<file path="config.mk">
export PLATFORM = sky130hd
export DESIGN_NAME = fetch_ctrl
export DESIGN_NICKNAME = d
export VERILOG_FILES = /design/src/rtl/fetch_ctrl_pkg.sv /design/src/rtl/fetch_ctrl.sv
export SDC_FILE = /design/constraint.sdc
export NUM_CORES = 1
export LEC_CHECK = 0
export ABC_AREA = 0
export BUFFER_PORTS_ARGS = -buffer_cell sky130_fd_sc_hd__buf_2
export CAP_MARGIN = 20
export CORE_MARGIN = 10
export CORE_UTILIZATION = 45
export CTS_CLUSTER_SIZE = 8
export DETAILED_ROUTE_END_ITERATION = 10
export GPL_ROUTABILITY_DRIVEN = 0
export PLACE_DENSITY = 0.79
export SYNTH_ARGS = -nofsm -noshare
export SYNTH_HDL_FRONTEND = slang
export SYNTH_SLANG_ARGS = --single-unit
</file>
<file path="constraint.sdc">
create_clock -name clk -period 3.31 [get_ports clk]
set_clock_uncertainty 0.05 [all_clocks]
set_input_delay 0.1655 -clock clk [delete_from_list [all_inputs] [get_ports clk]]
set_output_delay 0.1655 -clock clk [all_outputs]
set_load 0.005 [all_outputs]
</file>
<file path="src/rtl/fetch_ctrl_pkg.sv">
// Shared front-end types: instruction-bus request/response, reset PC and the
// fetch sequencer's state encoding.
package fetch_ctrl_pkg;

    localparam logic [63:0] PCINIT      = 64'h0000_0000_8000_0000;
    localparam int          INSTR_BYTES = 4;

    typedef struct packed {
        logic        valid;
        logic [63:0] addr;
    } ibus_req_t;

    typedef struct packed {
        logic        addr_ok;
        logic        data_ok;
        logic [31:0] data;
    } ibus_resp_t;

    typedef enum logic [1:0] {
        IDLE = 2'd0,
        ADDR = 2'd1,
        DATA = 2'd2
    } fetch_state_t;

endpackage

</file>
<file path="src/rtl/fetch_ctrl.sv">
// Instruction-fetch sequencer: one ibus transaction at a time, a valid/ready
// output register for the fetched instruction, and redirect absorption.
module fetch_ctrl
    import fetch_ctrl_pkg::*;
#(
    parameter logic [63:0] RESET_PC = PCINIT
) (
    input  logic         clk,
    input  logic         reset,
    output ibus_req_t    ireq,
    input  ibus_resp_t   iresp,
    input  logic         redirect_valid,
    input  logic [63:0]  redirect_pc,
    output logic         out_valid,
    input  logic         out_ready,
    output logic [31:0]  out_instr,
    output logic [63:0]  out_pc,
    output logic         busy,
    output fetch_state_t dbg_state
);

    // Handshake: an instruction transfers on any edge where out_valid and
    // out_ready are both high; out_valid/out_instr/out_pc hold until then.
    fetch_state_t state, state_nx;
    logic [63:0]  fetch_pc, fetch_pc_nx;
    logic [63:0]  tgt_pc, tgt_pc_nx;
    logic         drop, drop_nx;
    logic         req_valid;
    logic         busy_q;
    logic         completion;
    logic         load;

    assign completion = ((state == ADDR) && iresp.addr_ok && iresp.data_ok) ||
                        ((state == DATA) && iresp.data_ok);
    assign load       = completion && !redirect_valid && !drop;

    assign ireq.valid = req_valid;
    assign ireq.addr  = fetch_pc;
    assign busy       = busy_q;
    assign dbg_state  = state;

    always_comb begin
        state_nx    = state;
        fetch_pc_nx = fetch_pc;
        tgt_pc_nx   = tgt_pc;
        drop_nx     = drop;
        case (state)
            IDLE: begin
                if (redirect_valid)
                    fetch_pc_nx = redirect_pc;
                else if (!out_valid || out_ready)
                    state_nx = ADDR;
            end
            ADDR, DATA: begin
                if (completion) begin
                    state_nx = IDLE;
                    drop_nx  = 1'b0;
                    if (redirect_valid)
                        fetch_pc_nx = redirect_pc;
                    else if (drop)
                        fetch_pc_nx = tgt_pc;
                    else
                        fetch_pc_nx = fetch_pc + 64'(INSTR_BYTES);
                end else begin
                    // Address is held until addr_ok; a redirect is parked in tgt_pc.
                    if ((state == ADDR) && iresp.addr_ok)
                        state_nx = DATA;
                    if (redirect_valid) begin
                        tgt_pc_nx = redirect_pc;
                        drop_nx   = 1'b1;
                    end
                end
            end
            default: state_nx = IDLE;
        endcase
    end

    always_ff @(posedge clk or negedge reset) begin
        if (!reset) begin
            state     <= IDLE;
            fetch_pc  <= RESET_PC;
            tgt_pc    <= '0;
            drop      <= 1'b0;
            req_valid <= 1'b0;
            busy_q    <= 1'b0;
            out_valid <= 1'b0;
            out_instr <= '0;
            out_pc    <= '0;
        end else begin
            state     <= state_nx;
            fetch_pc  <= fetch_pc_nx;
            tgt_pc    <= tgt_pc_nx;
            drop      <= drop_nx;
            req_valid <= (state_nx == ADDR);
            busy_q    <= (state_nx != IDLE);
            if (load) begin
                out_valid <= 1'b1;
                out_instr <= iresp.data;
                out_pc    <= fetch_pc;
            end else if (redirect_valid) begin
                out_valid <= 1'b0;
            end else if (out_valid && out_ready) begin
                out_valid <= 1'b0;
            end
        end
    end

endmodule

</file>
==> impl_metrics.json <==
{
  "vias": 9880,
  "drc": 0,
  "slowest_stage": "ha_1",
  "drv_cap": 0,
  "min_path_cells": 2,
  "die_w_um": 177,
  "crit-reg2reg-capture": "fetch_pc[41]$_DFFE_PN0P_",
  "wl_per_cell_um": 21.1,
  "dp_hpwl_mm": 23.8,
  "hold_viol": 0,
  "cts_made_buffers": 34,
  "core_sq_um": 24300,
  "use_met1_pct": 29.0,
  "grt_max_degree": 110,
  "fin_util_pct": 60.8,
  "yosys_warnings": 0,
  "crit_path_start": "dbg_state[1]$_DFF_PN0_",
  "ir_drop_v": 0.000644,
  "critPathTopFamily": "buffers and inverters",
  "grt_pass1_vias": 10000,
  "crit_chain": "inv_1 -> ha_1 -> nor2b_4 -> buf_4 -> buf_4 -> o21ai_0 -> a21oi_1 -> a21oi_1 -> a211oi_1",
  "synth_top_area_share_pct": 51.6,
  "avgSynthCellArea_sq_um": 10.9,
  "synthesis.area_sq_um": 11100,
  "drt_iter0_markers": 915,
  "cts_tree": "built",
  "overflow": 0,
  "synthTopCellsByCount": "dfrtp_1, mux2_2, nand2_1",
  "tns_ps": 0,
  "ys_ff_latch": 230,
  "async_flop_share_pct": 100,
  "synth.net_count": 1121,
  "max_stage_delay_ps": 550,
  "fmax_mhz": 358,
  "synth.distinct_cells": 62,
  "grt_busiest_layer": "met2",
  "synth_edf_count": 0,
  "path_class": "flop to flop",
  "antenna_found_initial": 1,
  "synth_ff_type": "dfrtp_1",
  "row_count": 57,
  "avgViaCountPerCell": 5.80,
  "crit_path_max_fanout": 21,
  "power.leakage_nw": 6.84,
  "worst_ep_arrival_time_ps": 3130,
  "tightest_slew_ps": 845,
  "outcome": "complete, no violations",
  "finalCritPeriodShare_pct": 84.4,
  "r2r_slack_ps": 520,
  "rsz0062_at_grt": "false",
  "yosysTopAreaCell": "dfrtp_1",
  "wl_mm": 36.0,
  "die_h_um": 177,
  "timing.final.max_slew_violations": 0,
  "synthCells": 1014,
  "power_mw": 14.0,
  "final_antenna_net_count": 0,
  "hp-class": "primary input to flop",
  "whs_endpoint": "out_valid$_DFFE_PN0P_",
  "worstSkewPairLatency_ps": 500,
  "ioPinCount": 267,
  "finalSetupViolations": 0,
  "use_met3_pct": 5.63,
  "syn_to_final_growth_pct": 33.3,
  "reg2reg_depth": 9,
  "power_density_nw_per_um2": 945,
  "period_needed_ps": 2790,
  "cp-start-kind": "flop",
  "crit_required_ps": 3640,
  "yosysMostFrequentCell": "dfrtp_1",
  "nets": 1476,
  "max_slew_margin_pct": 43.7,
  "layout-drive-gt1-share_pct": 36.4,
  "synth_area_leaders": "dfrtp_1, mux2_2, nand2_1",
  "synth_seq_area_share_pct": 51.9,
  "clock-root-buffer": "clkbuf_16",
  "max-clock-path-buffers": 3,
  "grtUsageTotal_pct": 22.4,
  "cts_setup_buffers": 0,
  "start_util_pct": 45.6,
  "die_area_sq_um": 31300,
  "cp.buffers_inverters": 3,
  "r2r-start": "dbg_state[1]$_DFF_PN0_",
  "fill_cells": 1927,
  "htreeDepth": 2,
  "firstDrtPassIters": 5,
  "use_met2_pct": 36.7,
  "grt_pass1_wl_mm": 56.8,
  "clkTransAtPathRegs_ps": 50,
  "hp-start": "redirect_valid",
  "end_kind": "flop",
  "clock-sinks": 230,
  "port_buffers": 266
}
worst max path at each step:
stage,endpoint,cells past startpoint
5_1_grt,fetch_pc[63]$_DFFE_PN0P_,8
6_report,fetch_pc[41]$_DFFE_PN0P_,9
3_3_place_gp,fetch_pc[58]$_DFFE_PN0P_,9
4_1_cts,fetch_pc[41]$_DFFE_PN0P_,9
2_1_floorplan,fetch_pc[17]$_DFFE_PN0P_,9
3_5_place_dp,fetch_pc[41]$_DFFE_PN0P_,9
sequential cells by signal, summed over array words and instances, names as in the netlist:
| register | flops |
|---|---|
| fetch_pc | 64 |
| busy | 1 |
| drop | 1 |
| out_valid | 1 |
| out_instr | 32 |
| req_valid | 1 |
| dbg_state | 2 |
| tgt_pc | 64 |
| out_pc | 64 |
cells by family after synthesis:
| logic type | share of synthesized area (%) |
|---|---|
| buf+inv | 2.79 |
| mux | 16.5 |
| xor+xnor | 2.76 |
| compound gates | 13.4 |
| flops | 51.9 |
| simple gates | 12.1 |
| fa+ha+maj | 0.564 |
per-layer routing:
metal	wire, um	up-vias
met5	0	-
met4	644	0
met3	3180	65
met2	17300	518
met1	14800	4878
li1	-	4419
metrics by stage:
step / cell area (sq um) / setup slack [ps] / hold WS [ps] / std cells
6_report: 14800 / 515 / 30.0 / 1703
5_1_grt: 14800 / 347 / 47.5 / 1702
3_5_place_dp: 12900 / 524 / 240 / 1559
3_3_place_gp: 12900 / 669 / 233 / 1559
4_1_cts: 14800 / 520 / 14.9 / 1702
2_1_floorplan: 11100 / 813 / -180 / 1014
cells in the final DEF, fill, tap and decap left out, types with 15 or more instances in the layout:
master / count
xor2_1: 15
o21ai_0: 64
buf_4: 19
o211ai_1: 19
and3_1: 17
nand4_1: 17
dlygate4sd3_1: 98
nand3_1: 38
nor3_1: 23
dfrtp_1: 228
nand2_1: 98
xnor2_1: 20
mux2_2: 156
a21oi_1: 71
nor2_1: 34
buf_2: 265
clkbuf_16: 35
repair_timing:
item,CTS,global route
endpoints found under the setup margin,0,0
endpoints found under the hold margin,250,0
gates resized for setup,0,0
hold buffers,98,0
final cells by class:
type                            count  area [sq um]  share of cell area (%)
Antenna cell                        1          2.50                  0.0169
Timing Repair Buffer              389          2580                    17.5
Clock buffer                       44           910                    6.15
Inverter                           10          37.5                   0.254
Sequential cell                   230          5760                    38.9
Clock inverter                      1          8.76                  0.0592
Tap cell                          324           405                    2.74
Multi-Input combinational cell    704          5080                    34.4
power breakdown:
part	leakage (nW)	internal [mW]	switching (mW)	total, mW
Combinational	3.56	2.65	2.78	5.44
Clock	0.446	1.89	1.17	3.06
Sequential	2.84	4.19	1.28	5.47
Total	6.84	8.74	5.23	14.0
(Power assumes the default switching activity.)
